## src/rtl/secuenciador_registros.sv

```systemverilog
// secuenciador_registros: sequences RTC bus transfers for the ten-entry
// clock/date/timer register bank. A refresh reads every register not under
// edit and strobes cs per register; a write-back writes one edited group.
module secuenciador_registros #(
    parameter int unsigned T_MAX = 255
) (
    input  logic       clk,
    input  logic       reset,
    input  logic       start_rd,
    input  logic       req_wr,
    input  logic [1:0] wr_grupo,
    input  logic       edit_en,
    input  logic [1:0] edit_grupo,
    input  logic       bus_done,
    output logic       bus_req,
    output logic       bus_we,
    output logic [7:0] bus_addr,
    output logic [9:0] cs,
    output logic [9:0] hold,
    output logic       busy,
    output logic       wr_ack,
    output logic       err
);

    // Counter only has to reach T_MAX-1: the timeout fires on the last WAIT cycle.
    localparam int unsigned CW = (T_MAX < 2) ? 1 : $clog2(T_MAX);
    localparam logic [CW-1:0] CNT_LAST = CW'(T_MAX - 1);

    typedef enum logic [2:0] {
        S_IDLE,
        S_ISSUE,
        S_WAIT,
        S_LATCH,
        S_NEXT,
        S_DONE
    } state_t;

    state_t          state_q;
    logic [3:0]      idx_q;
    logic [3:0]      last_q;
    logic            we_seq_q;
    logic [CW-1:0]   cnt_q;
    logic            rd_pend_q;
    logic            wr_pend_q;
    logic [1:0]      wr_grp_q;
    logic            bus_req_q;
    logic            bus_we_q;
    logic [7:0]      bus_addr_q;
    logic [9:0]      cs_q;
    logic            busy_q;
    logic            wr_ack_q;
    logic            err_q;

    logic            rd_pend_d;
    logic            wr_pend_d;
    logic [1:0]      wr_grp_d;
    logic [3:0]      idx_inc;
    logic [9:0]      hold_c;

    function automatic logic [7:0] addr_of(input logic [3:0] i);
        case (i)
            4'd0:    addr_of = 8'h21;
            4'd1:    addr_of = 8'h22;
            4'd2:    addr_of = 8'h23;
            4'd3:    addr_of = 8'h24;
            4'd4:    addr_of = 8'h25;
            4'd5:    addr_of = 8'h26;
            4'd6:    addr_of = 8'h27;
            4'd7:    addr_of = 8'h41;
            4'd8:    addr_of = 8'h42;
            4'd9:    addr_of = 8'h43;
            default: addr_of = 8'h00;
        endcase
    endfunction

    function automatic logic [3:0] first_of(input logic [1:0] g);
        case (g)
            2'd0:    first_of = 4'd0;
            2'd1:    first_of = 4'd3;
            default: first_of = 4'd7;
        endcase
    endfunction

    function automatic logic [3:0] last_of(input logic [1:0] g);
        case (g)
            2'd0:    last_of = 4'd2;
            2'd1:    last_of = 4'd6;
            default: last_of = 4'd9;
        endcase
    endfunction

    // Per-register hold follows the edit inputs directly.
    always_comb begin
        hold_c = '0;
        if (edit_en) begin
            case (edit_grupo)
                2'd0:    hold_c[2:0] = '1;
                2'd1:    hold_c[6:3] = '1;
                2'd2:    hold_c[9:7] = '1;
                default: hold_c = '0;
            endcase
        end
    end

    // A request arriving this cycle is visible to IDLE immediately.
    assign rd_pend_d = rd_pend_q | start_rd;
    assign wr_pend_d = wr_pend_q | req_wr;
    assign wr_grp_d  = req_wr ? wr_grupo : wr_grp_q;
    assign idx_inc   = idx_q + 4'd1;

    // Sequencer FSM with registered bus/strobe outputs and pending flags.
    always_ff @(posedge clk or posedge reset) begin
        if (reset) begin
            state_q    <= S_IDLE;
            idx_q      <= '0;
            last_q     <= '0;
            we_seq_q   <= 1'b0;
            cnt_q      <= '0;
            rd_pend_q  <= 1'b0;
            wr_pend_q  <= 1'b0;
            wr_grp_q   <= '0;
            bus_req_q  <= 1'b0;
            bus_we_q   <= 1'b0;
            bus_addr_q <= '0;
            cs_q       <= '0;
            busy_q     <= 1'b0;
            wr_ack_q   <= 1'b0;
            err_q      <= 1'b0;
        end else begin
            cs_q      <= '0;
            wr_ack_q  <= 1'b0;
            err_q     <= 1'b0;
            rd_pend_q <= rd_pend_d;
            wr_pend_q <= wr_pend_d;
            wr_grp_q  <= wr_grp_d;

            case (state_q)
                S_IDLE: begin
                    if (wr_pend_d && (wr_grp_d != 2'd3)) begin
                        wr_pend_q  <= 1'b0;
                        we_seq_q   <= 1'b1;
                        idx_q      <= first_of(wr_grp_d);
                        last_q     <= last_of(wr_grp_d);
                        bus_req_q  <= 1'b1;
                        bus_we_q   <= 1'b1;
                        bus_addr_q <= addr_of(first_of(wr_grp_d));
                        busy_q     <= 1'b1;
                        state_q    <= S_ISSUE;
                    end else begin
                        // An invalid-group write is dropped without touching the bus.
                        if (wr_pend_d) begin
                            wr_pend_q <= 1'b0;
                        end
                        if (rd_pend_d) begin
                            rd_pend_q <= 1'b0;
                            we_seq_q  <= 1'b0;
                            idx_q     <= 4'd0;
                            last_q    <= 4'd9;
                            busy_q    <= 1'b1;
                            if (hold_c[0]) begin
                                state_q <= S_NEXT;
                            end else begin
                                bus_req_q  <= 1'b1;
                                bus_we_q   <= 1'b0;
                                bus_addr_q <= addr_of(4'd0);
                                state_q    <= S_ISSUE;
                            end
                        end
                    end
                end

                S_ISSUE: begin
                    cnt_q   <= '0;
                    state_q <= S_WAIT;
                end

                S_WAIT: begin
                    if (bus_done) begin
                        bus_req_q  <= 1'b0;
                        bus_we_q   <= 1'b0;
                        bus_addr_q <= '0;
                        if (!we_seq_q) begin
                            cs_q    <= 10'd1 << idx_q;
                            state_q <= S_LATCH;
                        end else begin
                            state_q <= S_NEXT;
                        end
                    end else if (cnt_q == CNT_LAST) begin
                        bus_req_q  <= 1'b0;
                        bus_we_q   <= 1'b0;
                        bus_addr_q <= '0;
                        err_q      <= 1'b1;
                        busy_q     <= 1'b0;
                        state_q    <= S_IDLE;
                    end else begin
                        cnt_q <= cnt_q + CW'(1);
                    end
                end

                S_LATCH: begin
                    state_q <= S_NEXT;
                end

                S_NEXT: begin
                    if (idx_q == last_q) begin
                        wr_ack_q <= we_seq_q;
                        state_q  <= S_DONE;
                    end else begin
                        idx_q <= idx_inc;
                        if (!we_seq_q && hold_c[idx_inc]) begin
                            state_q <= S_NEXT;
                        end else begin
                            bus_req_q  <= 1'b1;
                            bus_we_q   <= we_seq_q;
                            bus_addr_q <= addr_of(idx_inc);
                            state_q    <= S_ISSUE;
                        end
                    end
                end

                S_DONE: begin
                    busy_q  <= 1'b0;
                    state_q <= S_IDLE;
                end

                default: begin
                    state_q <= S_IDLE;
                end
            endcase
        end
    end

    assign bus_req  = bus_req_q;
    assign bus_we   = bus_we_q;
    assign bus_addr = bus_addr_q;
    assign cs       = cs_q;
    assign hold     = hold_c;
    assign busy     = busy_q;
    assign wr_ack   = wr_ack_q;
    assign err      = err_q;

endmodule

```

## config.mk

```make
export PLATFORM = sky130hd
export DESIGN_NAME = secuenciador_registros
export DESIGN_NICKNAME = d
export VERILOG_FILES = /design/src/rtl/secuenciador_registros.sv
export SDC_FILE = /design/constraint.sdc
export NUM_CORES = 1
export LEC_CHECK = 0
export ABC_AREA = 0
export CAP_MARGIN = 20
export CORE_UTILIZATION = 47
export DETAILED_ROUTE_END_ITERATION = 10
export GPL_TIMING_DRIVEN = 0
export PLACE_DENSITY = 0.75
export SLEW_MARGIN = 20
export SYNTH_ARGS = -nofsm -noshare
export SYNTH_HDL_FRONTEND = slang
export SYNTH_SLANG_ARGS = --single-unit
```

## constraint.sdc

```tcl
create_clock -name clk -period 2.5 [get_ports clk]
set_clock_uncertainty 0.15 [all_clocks]
set_input_delay 0.5 -clock clk [delete_from_list [all_inputs] [get_ports clk]]
set_output_delay 0.5 -clock clk [all_outputs]
set_load 0.05 [all_outputs]
```

==> results_dict.tcl <==
set metrics [dict create \
    cp-end-kind "flop" \
    hold_buffers 0 \
    synth_top_family_by_area "compound AO/OA/AOI/OAI gates" \
    vias 2219 \
    post-synth-top-area-cell "dfrtp_1" \
    slowest_stage "dfrtp_1" \
    fill_cells 421 \
    cts-root-buf "clkbuf_8" \
    top_usage_layer "met2" \
    drive_gt1_share_pct 22.5 \
    grt_use_met1_pct 27.7 \
    start_util_pct 49.8 \
    synth-simple-area-share_pct 17.7 \
    grt_overflow_total 0 \
    worstPathMaxFanout 9 \
    maxSlewHeadroom_pct 34.1 \
    p_leak_nw 1.52 \
    min_period_over_period_pct 97.3 \
    synth_edf_count 0 \
    globalplace.congestion 0.843 \
    ios 43 \
    synthAdderAreaFrac_pct 4.80 \
    yosysSeqAreaShare_pct 41.3 \
    rows 26 \
    die_w_um 76.5 \
    post-route-util_pct 64.8 \
    setup_viol 0 \
    cts_tree "done" \
    yosys_warnings 0 \
    layout_common_cells "dfrtp_1 (42), clkdlybuf4s50_1 (25), nor2_1 (21)" \
    drt_iter0_markers 150 \
    grt_start_max_net_pins 30 \
    synth-seq-cells 43 \
    dr.pass1.iters 5 \
    met2_usage_pct 33.0 \
    dp_hpwl_um 4270 \
    vias_per_cell 5.69 \
    die_area_sq_um 5850 \
    grt_pass1_vias 2110 \
    path_cells "ha_4 -> ha_4 -> and3b_1 -> o211a_1 -> o2111ai_2 -> nand4_4 -> mux2_4" \
    arrival_ps 2470 \
    synthCells 268 \
    cts_made_buffers 5 \
    clkSinkCount 43 \
    tightestPinTransition_ps 981 \
    finalCriticalPeriod_ps 2430 \
    grt_pass1_wl_um 9690 \
    synth_xor_area_share_pct 3.36 \
    stdcell_area_sq_um 3390 \
    io_buffers 38 \
    cpPeakStageDelay_ps 440 \
    wl_per_cell_um 15.3 \
    ys_types 58 \
    whs_ps 320 \
    cpMostUsedCell "ha_4" \
    cellPowerDensity_nw_per_um2 1060 \
    layout_commonest_cell "dfrtp_1" \
    critPathKind "reg2reg" \
    hold_path_class "in2async" \
    start_kind "flop" \
    async_reset_ff_share_pct 100 \
    avgSynthCellArea_sq_um 9.72 \
    synthesis.area_sq_um 2610 \
    drt.antenna.violating_nets 0 \
    track_usage_pct 20.7 \
    drc 0 \
    ctsHtreeMaxLevel 2 \
    placed_cell_area_sq_um 3120 \
    fmax_mhz 411 \
    outcome "completed" \
    antenna_found_initial 0 \
    required_ps 2540 \
    synth_flop_cell "dfrtp_1" \
    slew_viol_final 0 \
    drv_cap 0 \
    cts.reportedPaths.clkPinSlew_ps 80 \
    netlist.area_leader.share_pct 41.3 \
    cts_max_path_buffers 2 \
    worst_ir_drop_vdd_v 0.000541 \
    antennaDiodeCount 0 \
    core_sq_um 5240 \
    synth-compound-area-share_pct 21.1 \
    grt_util_met3_pct 3.59 \
    synthToLayoutAreaGrowth_pct 30.2 \
    drt_wl_total_um 5950 \
    muxShareOfSynthArea_pct 4.22 \
    r2r_cells 7 \
    dieHeight_um 76.5 \
    ys_top_cells_by_area "dfrtp_1 (41%), ha_1 (4.8%), nor2_1 (3.0%)" \
    clk_latency_ps 300 \
    nets 339 \
    hold_viol 0 \
]
## synthesized netlist by cell type (3+ instances only)
cell / number
a2111oi_0: 3
a2111oi_2: 3
a211oi_1: 3
a21o_1: 5
a21oi_1: 10
a31oi_1: 3
and2_1: 3
and3_1: 8
and3b_1: 4
buf_2: 3
buf_4: 10
clkbuf_1: 7
dfrtp_1: 43
ha_1: 10
inv_1: 17
mux2_1: 6
nand2_1: 11
nand3_1: 8
nor2_1: 21
nor3_1: 9
o211ai_1: 4
o21ai_0: 11
o21ai_1: 6
o22ai_1: 5
or3_1: 3
or3b_1: 3
xnor2_1: 7
xor2_1: 3
## power breakdown
| part | leakage (nW) | internal, mW | switching (mW) |
|---|---|---|---|
| logic | 0.900 | 0.786 | 1.15 |
| registers | 0.554 | 0.861 | 0.150 |
| clock network | 0.0644 | 0.398 | 0.252 |
## repair_timing
| action | 4_1_cts | 5_1_grt |
|---|---|---|
| gates resized for setup | 52 | 28 |
| pin swaps | 2 | 4 |
| setup endpoints to repair | 18 | 15 |
| setup buffers | 2 | 2 |
## worst max-delay path, delay by kind of cell, from the launching register on
family | cells | cell delay (ps)
AOI/OAI and AO/OA | 2 | 490
adders and majority gates | 2 | 440
DFF | 1 | 440
muxes | 1 | 360
and+or+nand+nor | 2 | 440
## through the flow
step                      power [mW]  cells  worst slack [ps]  TNS (ps)
after CTS                       3.41    388              1.82         0
after detailed placement        2.66    379              -629     -8710
after floorplan                 2.23    270              12.9         0
final                           3.60    390              68.0         0
after global routing            3.81    390             -16.1     -49.3
after global placement          2.60    378              -619     -8620
## state kept, by name, summed over array words and instances, names as in the netlist
name       cells
state_q        3
bus_we         1
last_q         3
wr_grp_q       2
idx_q          4
busy           1
bus_req        1
wr_pend_q      1
cs            10
we_seq_q       1
bus_addr       5
err            1
rd_pend_q      1
cnt_q          8
wr_ack         1
## metal layers
layer	wire, um	share of wire (%)	vias up
met4	98	1.6	0
met2	2730	46	60
met1	2890	49	1086
met5	0	0	-
li1	-	-	1065
met3	229	3.8	8
## path summary, 6_finish.rpt
| path | slack, ps | endpoint | startpoint |
|---|---|---|---|
| hold reg to reg | 360 | last_q[1]$_DFFE_PP0P_ | last_q[1]$_DFFE_PP0P_ |
| setup / recovery | 70 | bus_addr[5]$_DFFE_PP0P_ | idx_q[0]$_DFFE_PP0P_ |
| max in group asynchronous | 1420 | cnt_q[5]$_DFFE_PP0P_ | reset |
| min in group clk | 360 | last_q[1]$_DFFE_PP0P_ | last_q[1]$_DFFE_PP0P_ |
| hold / removal | 320 | cs[7]$_DFF_PP0_ | reset |
| setup reg to reg | 70 | bus_addr[5]$_DFFE_PP0P_ | idx_q[0]$_DFFE_PP0P_ |
## area by class of cell
type	instances	area (sq um)	area share, %
Clock inverter	3	67.6	1.99
Inverter	17	70.1	2.06
Sequential cell	43	1080	31.7
Multi-Input combinational cell	189	1480	43.5
Tap cell	70	87.6	2.58
Clock buffer	5	68.8	2.03
Buffer	20	135	3.98
Timing Repair Buffer	43	410	12.1
## cells by family after synthesis
family,Yosys count
other,1
buffers and inverters,38
xor gates and xnor gates,10
AOI/OAI and AO/OA,73
adders and majority gates,10
DFF,43
muxes,10
and+or+nand+nor,83
Power figures use the tool's default switching activity.
